`src/rtl/mul16_seq.sv`:
```
// Shift-and-add multiply sequencer that borrows the external Hack ALU for every add,
// producing the low WIDTH bits of a*b (valid for unsigned and two's-complement operands).
module mul16_seq #(
    parameter int WIDTH = 16
) (
    input  logic             clk,
    input  logic             reset,
    input  logic             start,
    input  logic [WIDTH-1:0] a,
    input  logic [WIDTH-1:0] b,
    output logic             busy,
    output logic             done,
    output logic [WIDTH-1:0] product,
    output logic [WIDTH-1:0] alu_x,
    output logic [WIDTH-1:0] alu_y,
    output logic             alu_zx,
    output logic             alu_nx,
    output logic             alu_zy,
    output logic             alu_ny,
    output logic             alu_f,
    output logic             alu_no,
    input  logic [WIDTH-1:0] alu_out
);

    localparam int CW = $clog2(WIDTH);
    localparam logic [CW-1:0] LAST_ITER = CW'(WIDTH - 1);

    typedef enum logic [1:0] {
        IDLE  = 2'd0,
        ADD   = 2'd1,
        SHIFT = 2'd2,
        DONE  = 2'd3
    } state_t;

    state_t           state_q,   state_d;
    logic [WIDTH-1:0] acc_q,     acc_d;
    logic [WIDTH-1:0] mcand_q,   mcand_d;
    logic [WIDTH-1:0] mplier_q,  mplier_d;
    logic [CW-1:0]    count_q,   count_d;
    logic [WIDTH-1:0] product_q, product_d;
    logic [WIDTH-1:0] mplierShifted;

    assign mplierShifted = mplier_q >> 1;

    always_ff @(posedge clk or posedge reset) begin
        if (reset) begin
            state_q   <= IDLE;
            acc_q     <= '0;
            mcand_q   <= '0;
            mplier_q  <= '0;
            count_q   <= '0;
            product_q <= '0;
        end else begin
            state_q   <= state_d;
            acc_q     <= acc_d;
            mcand_q   <= mcand_d;
            mplier_q  <= mplier_d;
            count_q   <= count_d;
            product_q <= product_d;
        end
    end

    // The ALU defaults to its ZERO function; ADD and SHIFT switch it to X+Y.
    always_comb begin
        state_d   = state_q;
        acc_d     = acc_q;
        mcand_d   = mcand_q;
        mplier_d  = mplier_q;
        count_d   = count_q;
        product_d = product_q;
        busy      = 1'b1;
        done      = 1'b0;
        alu_x     = '0;
        alu_y     = '0;
        alu_zx    = 1'b1;
        alu_nx    = 1'b0;
        alu_zy    = 1'b1;
        alu_ny    = 1'b0;
        alu_f     = 1'b1;
        alu_no    = 1'b0;

        unique case (state_q)
            IDLE: begin
                busy = 1'b0;
                if (start) begin
                    acc_d    = '0;
                    mcand_d  = a;
                    mplier_d = b;
                    count_d  = '0;
                    if (b == '0) begin
                        state_d   = DONE;
                        product_d = '0;
                    end else begin
                        state_d = ADD;
                    end
                end
            end

            ADD: begin
                // Zeroing y on a clear multiplier bit turns the add into a pass-through of acc.
                alu_x  = acc_q;
                alu_y  = mcand_q;
                alu_zx = 1'b0;
                alu_zy = ~mplier_q[0];
                acc_d  = alu_out;
                state_d = SHIFT;
            end

            SHIFT: begin
                alu_x    = mcand_q;
                alu_y    = mcand_q;
                alu_zx   = 1'b0;
                alu_zy   = 1'b0;
                mcand_d  = alu_out;
                mplier_d = mplierShifted;
                count_d  = count_q + CW'(1);
                if (mplierShifted == '0 || count_q == LAST_ITER) begin
                    state_d   = DONE;
                    product_d = acc_q;
                end else begin
                    state_d = ADD;
                end
            end

            DONE: begin
                done    = 1'b1;
                state_d = IDLE;
            end

            default: begin
                state_d = IDLE;
            end
        endcase
    end

    assign product = product_q;

endmodule

```
`config.mk`:
```
export PLATFORM = sky130hd
export DESIGN_NAME = mul16_seq
export DESIGN_NICKNAME = d
export VERILOG_FILES = /design/src/rtl/mul16_seq.sv
export SDC_FILE = /design/constraint.sdc
export NUM_CORES = 1
export LEC_CHECK = 0
export CAP_MARGIN = 20
export CORE_UTILIZATION = 46
export DETAILED_ROUTE_END_ITERATION = 10
export MAX_ROUTING_LAYER = met4
export PLACE_DENSITY = 0.82
export SYNTH_ARGS = -nofsm -noshare
export SYNTH_HDL_FRONTEND = slang
export SYNTH_SLANG_ARGS = --single-unit
```
`constraint.sdc`:
```
create_clock -name clk -period 3.1 [get_ports clk]
set_input_delay 0.62 -clock clk [delete_from_list [all_inputs] [get_ports clk]]
set_output_delay 0.62 -clock clk [all_outputs]
set_load 0.005 [all_outputs]
```
# == Word-level counts from Yosys, hierarchy flattened ==
# Cells that the tools add are included.
# op_classes
add_sub_neg,1
n_mul,0
n_div,0
magnitude_cmp,0
eq_ne,7
n_shift,0
muxes,22
bitwise_logic,1
reduce_logical,10
# op_table
operator,count
$pmux 16 s2,5
$mux 16,7
$logic_not 16->1,2
$pmux 2 s4,1
$pmux 4 s2,1
$mux 2,3
$ne 2x2->1 const B,3
$add 4x1->4 const B,1
$eq 2x2->1 const B,2
$eq 4x4->1 const B,1
$mux 4,1
$reduce_and 2->1,2
$reduce_and 4->1,1
$reduce_bool 2->1,2
$mux 1,3
$eq 2x1->1 const B,1
$logic_not 2->1,1
$pmux 1 s2,1
$reduce_or 2->1,1
$logic_or 1x1->1,1
$not 1->1,1
# totals
reg_bits,70
latchBits,0
mem_bits_rw,0
rom_bits,0
in_bits,51
wordCells,47
memories,0

# == Longest topological paths before layout ==
# Gate-level depths: netlist of run 1.
# logic_depth
depth_word,4
mapped_depth,10

# == Worst setup path after synthesis of run 1 ==
# No wires, ideal clock.
# synth_path
path_kind,reg-to-output
start,reg state_q[0]
end,out alu_x[0]
arrival_ns,1.628
setup_slack_ns,0.852
path_stages_with_launch,7
n_path_buf,1
path_cell_list,dfrtp_1 > inv_1 > ha_1 > inv_1 > nor2_1 > clkbuf_1 > a22o_1
# synth_between
elab_chain_len,2
# synth_rtl
element,line_no,rtl
start: declaration,35,"state_t state_q, state_d;"
start signal: assignment,54,state_q <= state_d;
$eq 2x2->1 / $eq 2x1->1 (equally long branches),82,unique case (state_q)
$pmux 16 s2 (*),82,
end: declaration,14,"output logic [WIDTH-1:0] alu_x,"
# Every way passes the cells marked *; elsewhere a longest branch is shown, timed or not.

# == Worst setup path after layout of run 1 ==
# layout_path
start,reg state_q[0]
end,out alu_x[8]
# The elaborated chain is that of the path after synthesis.

==> out/qor.yml, run 1 <==
outcome: "finished, final reports clean"
most_used_cell_cp: "sky130_fd_sc_hd__inv_1"
power.net_switching_w: 0.00172
clock_insertion_delay_worst_skew_ns: 0.35
hold_ws_ns: 0.509
regToRegSetupSlack_ns: 0.69
crit_slowest_cell: "sky130_fd_sc_hd__clkdlybuf4s50_1"
ys_seq_elements: 70
route.antenna.remaining_nets: 0
worst_margin_pin_slew_ns: 1.05
grt_antenna_before_repair: 0
timing.critical_path.slowest_cell_delay_ns: 0.51
type_of_element_capturing_the_critical_path: "output pin"
placement.io_buffers: 102
flow.area_growth_from_synthesis_pct: 40.3
worst_setup_path_startpoint: "state_q[0]$_DFFE_PP0P_"
layout_worst_path_cycle_share: 0.974
io_pins: 107
power.clock.fraction: 0.176
drv_slew: 0
vdd.ir_drop.worst_v: 0.000441
crit-reg2reg-capture: "product[1]$_DFFE_PP0P_"
internal_power_w: 0.00277
detailed_route_drc_error_count: 0
preCtsSetupSlack_ns: 0.362
leakage_nw: 2.03
initial_core_util: 0.484
route.detailed.wl_per_inst_um: 17.3
reg2reg_start: "state_q[1]$_DFFE_PP0P_"
sw_frac_of_total: 0.383
layout.cells.most_common_list: "sky130_fd_sc_hd__clkdlybuf4s50_1 (102), sky130_fd_sc_hd__dfrtp_1 (70), sky130_fd_sc_hd__a22o_1 (49)"
setup_violations: 0
numCtsBuffers: 9
timing.final.ws_setup_ns: 0.0806
totalWireLength_um: 8880
finalNonFillerCells: 513
drive_gt1_frac: 0.0791
max_cap_viol_count: 0
clock_tree.root_cell: "sky130_fd_sc_hd__clkbuf_8"
max_buffers_root_to_sink: 2
design.core.area_um2: 6910
routed-via-count: 2885
critical_path_cell_list: "inv_1 -> ha_1 -> buf_8 -> inv_1 -> nor2_4 -> buf_4 -> a22o_1 -> clkdlybuf4s50_1"
clkSinkCount: 70
globalRouteOverflowTotal: 0
power.combinational.fraction: 0.493
worstHoldPathType: "flip-flop to flip-flop"
power.density_nw_per_um2: 958
ys_types: 29
worstSetupStartpointType: "flip-flop"
critPathCapture: "alu_x[8]"
placementRows: 30
slew-limit-headroom: 0.298
fp.dieW_um: 87.3
cts.clk_slew.worst_paths_ns: 0.08
nNetsFinal: 469
dr.first_iter.drc_count: 145
finalHoldViolCount: 0
setup.worst_path.class: "flip-flop to output pin"
holdBufCountCts: 0
r2r.worst_path.cells: 8
fmax_mhz: 331
layout_min_cycle_time_ns: 3.02
fp.dieArea_um2: 7610
synthCells: 311
critical_path_arrival_ns: 2.40
share_seq_of_total_power: 0.331
h_tree_levels: 3
timing.clock.skew_ns: 0.0115
grt_start_max_net_pins: 45
syn_area_per_cell_um2: 10.7
critical_path_data_required_time_ns: 2.48
synth.yosys.warnings: 0
chipHeight_um: 87.3
cts_tree: "done"
synthesis.area_um2: 3340
avgViaCountPerCell: 5.62
grt_pass1_wl_um: 13800
totalPowerFinal_w: 0.00449
firstDrtPassIters: 4
diodes_inserted: 0
grt_pass1_vias: 2780
crit_fanout: 17
grt.total_usage: 0.249
placedCellCount: 495
hpwl_um: 6030
replace_congestion: 0.808
ys_seq_area_frac: 0.524
layout_commonest_cell: "sky130_fd_sc_hd__clkdlybuf4s50_1"
layer usage:
layer / share of wire / global-route usage / wire, um / vias to the layer above
met5: 0 / - / 0 / -
met4: 0.014 / 0.0686 / 128 / 0
li1: - / - / - / 1319
met1: 0.42 / 0.328 / 3730 / 1425
met3: 0.061 / 0.0531 / 541 / 11
met2: 0.50 / 0.391 / 4480 / 130
registers in the layout, indices dropped and copies added (netlist names):
name      count
acc_q        16
mplier_q     16
product      16
state_q       2
mcand_q      16
count_q       4
kinds of logic (layout without fill, tap and decap cells):
family,Yosys count,in the layout,share of synthesized area
AO/OA/AOI/OAI,93,93,0.198
AND/OR/NAND/NOR,76,76,0.110
flip-flops,70,70,0.524
multiplexers,33,33,0.0988
buffers and inverters,32,136,0.0483
adder cells (fa/ha/maj),5,5,0.0187
other,2,4,0.00225
layout make-up:
cell class,instances,area [um^2]
Fill cell,568,2210
Sequential cell,70,1750
Multi-Input combinational cell,211,1460
Timing Repair Buffer,115,1130
Clock buffer,9,124
Tap cell,96,120
Clock inverter,6,87.6
Inverter,6,22.5
how the worst min path moves through the flow:
stage | from | end | slack, ns | cells after the start
CTS | mcand_q[13]$_DFFE_PP0P_ | mcand_q[13]$_DFFE_PP0P_ | 0.50 | 2
detailed placement | product[4]$_DFFE_PP0P_ | product[4]$_DFFE_PP0P_ | 0.49 | 1
finish | mcand_q[4]$_DFFE_PP0P_ | mcand_q[4]$_DFFE_PP0P_ | 0.51 | 2
floorplan | mplier_q[0]$_DFFE_PP0P_ | mplier_q[0]$_DFFE_PP0P_ | 0.45 | 2
global placement | mplier_q[0]$_DFFE_PP0P_ | mplier_q[0]$_DFFE_PP0P_ | 0.47 | 2
global route | product[12]$_DFFE_PP0P_ | product[12]$_DFFE_PP0P_ | 0.52 | 1
cell usage after synthesis:
cell                       count  area share
sky130_fd_sc_hd__a211oi_1      1      0.0022
sky130_fd_sc_hd__a21oi_1       2      0.0030
sky130_fd_sc_hd__a22o_1       49        0.13
sky130_fd_sc_hd__a31oi_1       1      0.0019
sky130_fd_sc_hd__a32o_1        1      0.0030
sky130_fd_sc_hd__and2_0        1      0.0019
sky130_fd_sc_hd__and2_1       17       0.032
sky130_fd_sc_hd__and3_1        2      0.0037
sky130_fd_sc_hd__buf_1         1      0.0011
sky130_fd_sc_hd__buf_2         9       0.013
sky130_fd_sc_hd__buf_4         4      0.0090
sky130_fd_sc_hd__buf_6         2      0.0067
sky130_fd_sc_hd__clkbuf_1     10       0.011
sky130_fd_sc_hd__conb_1        2      0.0022
sky130_fd_sc_hd__dfrtp_1      70        0.52
sky130_fd_sc_hd__ha_1          5       0.019
sky130_fd_sc_hd__inv_1         6      0.0067
sky130_fd_sc_hd__mux2i_1      33       0.099
sky130_fd_sc_hd__nand2_1      39       0.044
sky130_fd_sc_hd__nand2b_1      1      0.0019
sky130_fd_sc_hd__nand3_1       1      0.0015
sky130_fd_sc_hd__nand4_1       3      0.0056
sky130_fd_sc_hd__nor2_1        3      0.0034
sky130_fd_sc_hd__nor3_1        2      0.0030
sky130_fd_sc_hd__nor4_1        7       0.013
sky130_fd_sc_hd__o21ai_0      35       0.052
sky130_fd_sc_hd__o21ai_1       2      0.0030
sky130_fd_sc_hd__o21ai_2       1      0.0026
sky130_fd_sc_hd__o22ai_1       1      0.0019
repair_timing:
item,4_1_cts,5_1_grt
gates cloned,0,1
buffers inserted,1,1
setup endpoints to repair,16,16
resized for setup,3,5
power by group through the flow:
| stage | Combinational (W) | Sequential, W | Clock, W |
|---|---|---|---|
| floorplan | 0.00128 | 0.00142 | 0 |
| global placement | 0.00207 | 0.00148 | 0 |
| detailed placement | 0.00212 | 0.00150 | 0 |
| CTS | 0.00218 | 0.00148 | 0.000801 |
| global route | 0.00242 | 0.00152 | 0.000840 |
| finish | 0.00222 | 0.00149 | 0.000791 |
per-stage QoR:
stage | util | setup TNS [ns] | instance area [um^2]
floorplan | - | 0 | 3350
global placement | 0.643 | 0 | 4440
detailed placement | 0.643 | 0 | 4440
CTS | 0.676 | 0 | 4670
global route | 0.679 | -0.00655 | 4690
finish | 0.679 | 0 | 4690
critical path, delay by kind of cell, from the launching register on:
family                   cells  cell delay, ns
AND/OR/NAND/NOR              1            0.13
flip-flops                   1            0.37
buffers and inverters        5            1.04
adder cells (fa/ha/maj)      1            0.34
AO/OA/AOI/OAI                1            0.15
Power figures use the tool's default switching activity.
==> run 2, diff against run 1 <==
--- a/config.mk
+++ b/config.mk
@@ -6,6 +6,7 @@
 export NUM_CORES = 1
 export LEC_CHECK = 0
 export CAP_MARGIN = 20
+export CORE_ASPECT_RATIO = 0.9
 export CORE_UTILIZATION = 46
 export DETAILED_ROUTE_END_ITERATION = 10
 export MAX_ROUTING_LAYER = met4
==> run 2 against run 1 <==
Largest cell class unchanged; largest power group unchanged; global-route usage is 0.52 points higher; utilization is 1.4 points lower; non-clock buffer count is 2 lower; highest routed layer unchanged; cell count is 0.78% lower; critical path type unchanged; setup slack worse by 0.0024 ns; clock skew is 0.0043 ns lower; maximum frequency hardly changed; register-to-register slack better by 0.16 ns; wire length is 1.5% higher.
==> out/qor.yml, run 2 (same netlist as run 1, synthesis figures left out) <==
initial_core_util: 0.475  # -0.00912
layout_min_cycle_time_ns: 3.02  # +0.00235 ns
grt_pass1_wl_um: 14500  # +5.1%
globalRouteOverflowTotal: 0  # unchanged
crit_fanout: 13  # -4
power.net_switching_w: 0.00172  # -0.19%
fp.dieArea_um2: 7610  # about the same
io_pins: 107  # unchanged
share_seq_of_total_power: 0.335  # +0.004
outcome: "finished, final reports clean"
fmax_mhz: 331  # about the same
final_area_um2: 4680  # -0.24%
diodes_inserted: 0  # unchanged
slew-limit-headroom: 0.372  # +0.0741
leakage_nw: 2.02  # -0.72%
detailed_route_drc_error_count: 0  # unchanged
sw_frac_of_total: 0.381  # -0.00169
hold_ws_ns: 0.483  # -0.0262 ns
type_of_element_capturing_the_critical_path: "output pin"
setup_violations: 0  # unchanged
avgViaCountPerCell: 5.59  # -0.65%
design.core.area_um2: 7040  # +1.9%
max_cap_viol_count: 0  # unchanged
chipHeight_um: 82.9  # -5.0%
placement.io_buffers: 102  # unchanged
drive_gt1_frac: 0.0745  # -0.00462
routed-via-count: 2844  # -1.4%
timing.clock.skew_ns: 0.00722  # -0.00433 ns
clock_tree.root_cell: "sky130_fd_sc_hd__clkbuf_8"
firstDrtPassIters: 4  # unchanged
cts_tree: "done"
layout.cells.most_common_list: "sky130_fd_sc_hd__clkdlybuf4s50_1 (102), sky130_fd_sc_hd__dfrtp_1 (70), sky130_fd_sc_hd__a22o_1 (49)"
clock_insertion_delay_worst_skew_ns: 0.34  # about the same
route.detailed.wl_per_inst_um: 17.7  # +2.3%
critical_path_cell_list: "inv_1 -> ha_1 -> and2_1 -> buf_4 -> a22o_1 -> clkdlybuf4s50_1"
hpwl_um: 6140  # +1.9%
power.clock.fraction: 0.180  # +0.004
totalWireLength_um: 9020  # +1.5%
layout_commonest_cell: "sky130_fd_sc_hd__clkdlybuf4s50_1"
setup-tns-final_ns: 0  # unchanged
fp.dieW_um: 91.9  # +5.3%
timing.critical_path.slowest_cell_delay_ns: 0.50  # about the same
holdBufCountCts: 0  # unchanged
crit_slowest_cell: "sky130_fd_sc_hd__clkdlybuf4s50_1"
critical_path_data_required_time_ns: 2.48  # about the same
worstHoldPathType: "flip-flop to flip-flop"
finalHoldViolCount: 0  # unchanged
power.combinational.fraction: 0.485  # -0.008
grt_pass1_vias: 2852  # +2.6%
replace_congestion: 0.847  # +4.9%
dr.first_iter.drc_count: 132  # -9.0%
grt.total_usage: 0.254  # +0.00518
r2r.worst_path.cells: 8  # unchanged
drv_slew: 0  # unchanged
grt_start_max_net_pins: 68  # +51%
vdd.ir_drop.worst_v: 0.000740  # +68%
layout_worst_path_cycle_share: 0.975  # about the same
numCtsBuffers: 9  # unchanged
placementRows: 29  # -3.3%
h_tree_levels: 3  # unchanged
grt_antenna_before_repair: 0  # unchanged
setup_repair_after_global_routing_missed_its_margin: "false"
worstSetupStartpointType: "flip-flop"
nNetsFinal: 467  # -0.43%
placedInstanceArea_um2: 4440  # about the same
critical_path_arrival_ns: 2.40  # about the same
power.density_nw_per_um2: 962  # +0.49%
flow.area_growth_from_synthesis_pct: 40.0
cts.clk_slew.worst_paths_ns: 0.07  # about the same
setup.worst_path.class: "flip-flop to output pin"
hold_path_depth: 2  # unchanged
totalPowerFinal_w: 0.00450  # +0.25%
clkSinkCount: 70  # unchanged
worst_margin_pin_slew_ns: 0.941  # -0.111 ns
route.antenna.remaining_nets: 0  # unchanged
max_buffers_root_to_sink: 2  # unchanged
internal_power_w: 0.00279  # +0.53%
==> run 2: cell count changes in the layout (fill, tap and decap cells not counted), sizes merged <==
cell,previous run,this run
buf,13,11
clkbuf,9,10
clkinv,4,2
clkinvlp,0,2
==> run 2: through the flow <==
step / setup slack (ns) / utilization / instances
floorplan: 0.712 / - / 313
global placement: 0.590 / 0.631 / 493
detailed placement: 0.524 / 0.631 / 493
CTS: 0.124 / 0.663 / 509
global route: 0.0221 / 0.665 / 509
finish: 0.0783 / 0.665 / 509
==> run 2: path summary, 6_finish.rpt <==
| path | start | end | slack (ns) |
|---|---|---|---|
| setup / recovery | state_q[1]$_DFFE_PP0P_ | alu_x[11] | 0.08 |
| hold / removal | mplier_q[0]$_DFFE_PP0P_ | mplier_q[0]$_DFFE_PP0P_ | 0.48 |
| max in group asynchronous | reset | mcand_q[6]$_DFFE_PP0P_ | 1.98 |
| hold reg to reg | mplier_q[0]$_DFFE_PP0P_ | mplier_q[0]$_DFFE_PP0P_ | 0.48 |
| setup reg to reg | state_q[0]$_DFFE_PP0P_ | product[8]$_DFFE_PP0P_ | 0.85 |
| min in group asynchronous | reset | mplier_q[0]$_DFFE_PP0P_ | 0.67 |
==> run 2: worst max-delay path, delay by kind of cell (launching register included) <==
family | cells | cell delay [ns]
buffers and inverters | 3 | 0.89
and+or+nand+nor | 1 | 0.26
AOI/OAI and AO/OA | 1 | 0.18
adders and majority gates | 1 | 0.31
DFF | 1 | 0.41
==> run 2: routing by layer <==
layer	GRT usage	part of all wire
met4	0.102	0.030
met1	0.333	0.45
met5	-	0
met2	0.373	0.47
met3	0.0714	0.052
==> run 2: power groups by stage <==
stage | Combinational, W | Sequential [W] | Clock (W)
after floorplan | 0.00128 | 0.00142 | 0
after global placement | 0.00206 | 0.00150 | 0
after detailed placement | 0.00213 | 0.00151 | 0
after CTS | 0.00214 | 0.00150 | 0.000824
after global routing | 0.00237 | 0.00155 | 0.000865
final | 0.00218 | 0.00151 | 0.000812
==> run 2: layout make-up <==
type,instances,area (um^2)
Clock buffer,10,138
Clock inverter,6,85.1
Fill cell,563,2360
Inverter,6,22.5
Multi-Input combinational cell,211,1460
Sequential cell,70,1750
Tap cell,93,116
Timing Repair Buffer,113,1110
==> run 2: timing repair <==
action	in CTS	in global routing
gates resized for setup	0	2
endpoints found under the hold margin	0	0
setup endpoints to repair	0	13
buffers inserted	0	0
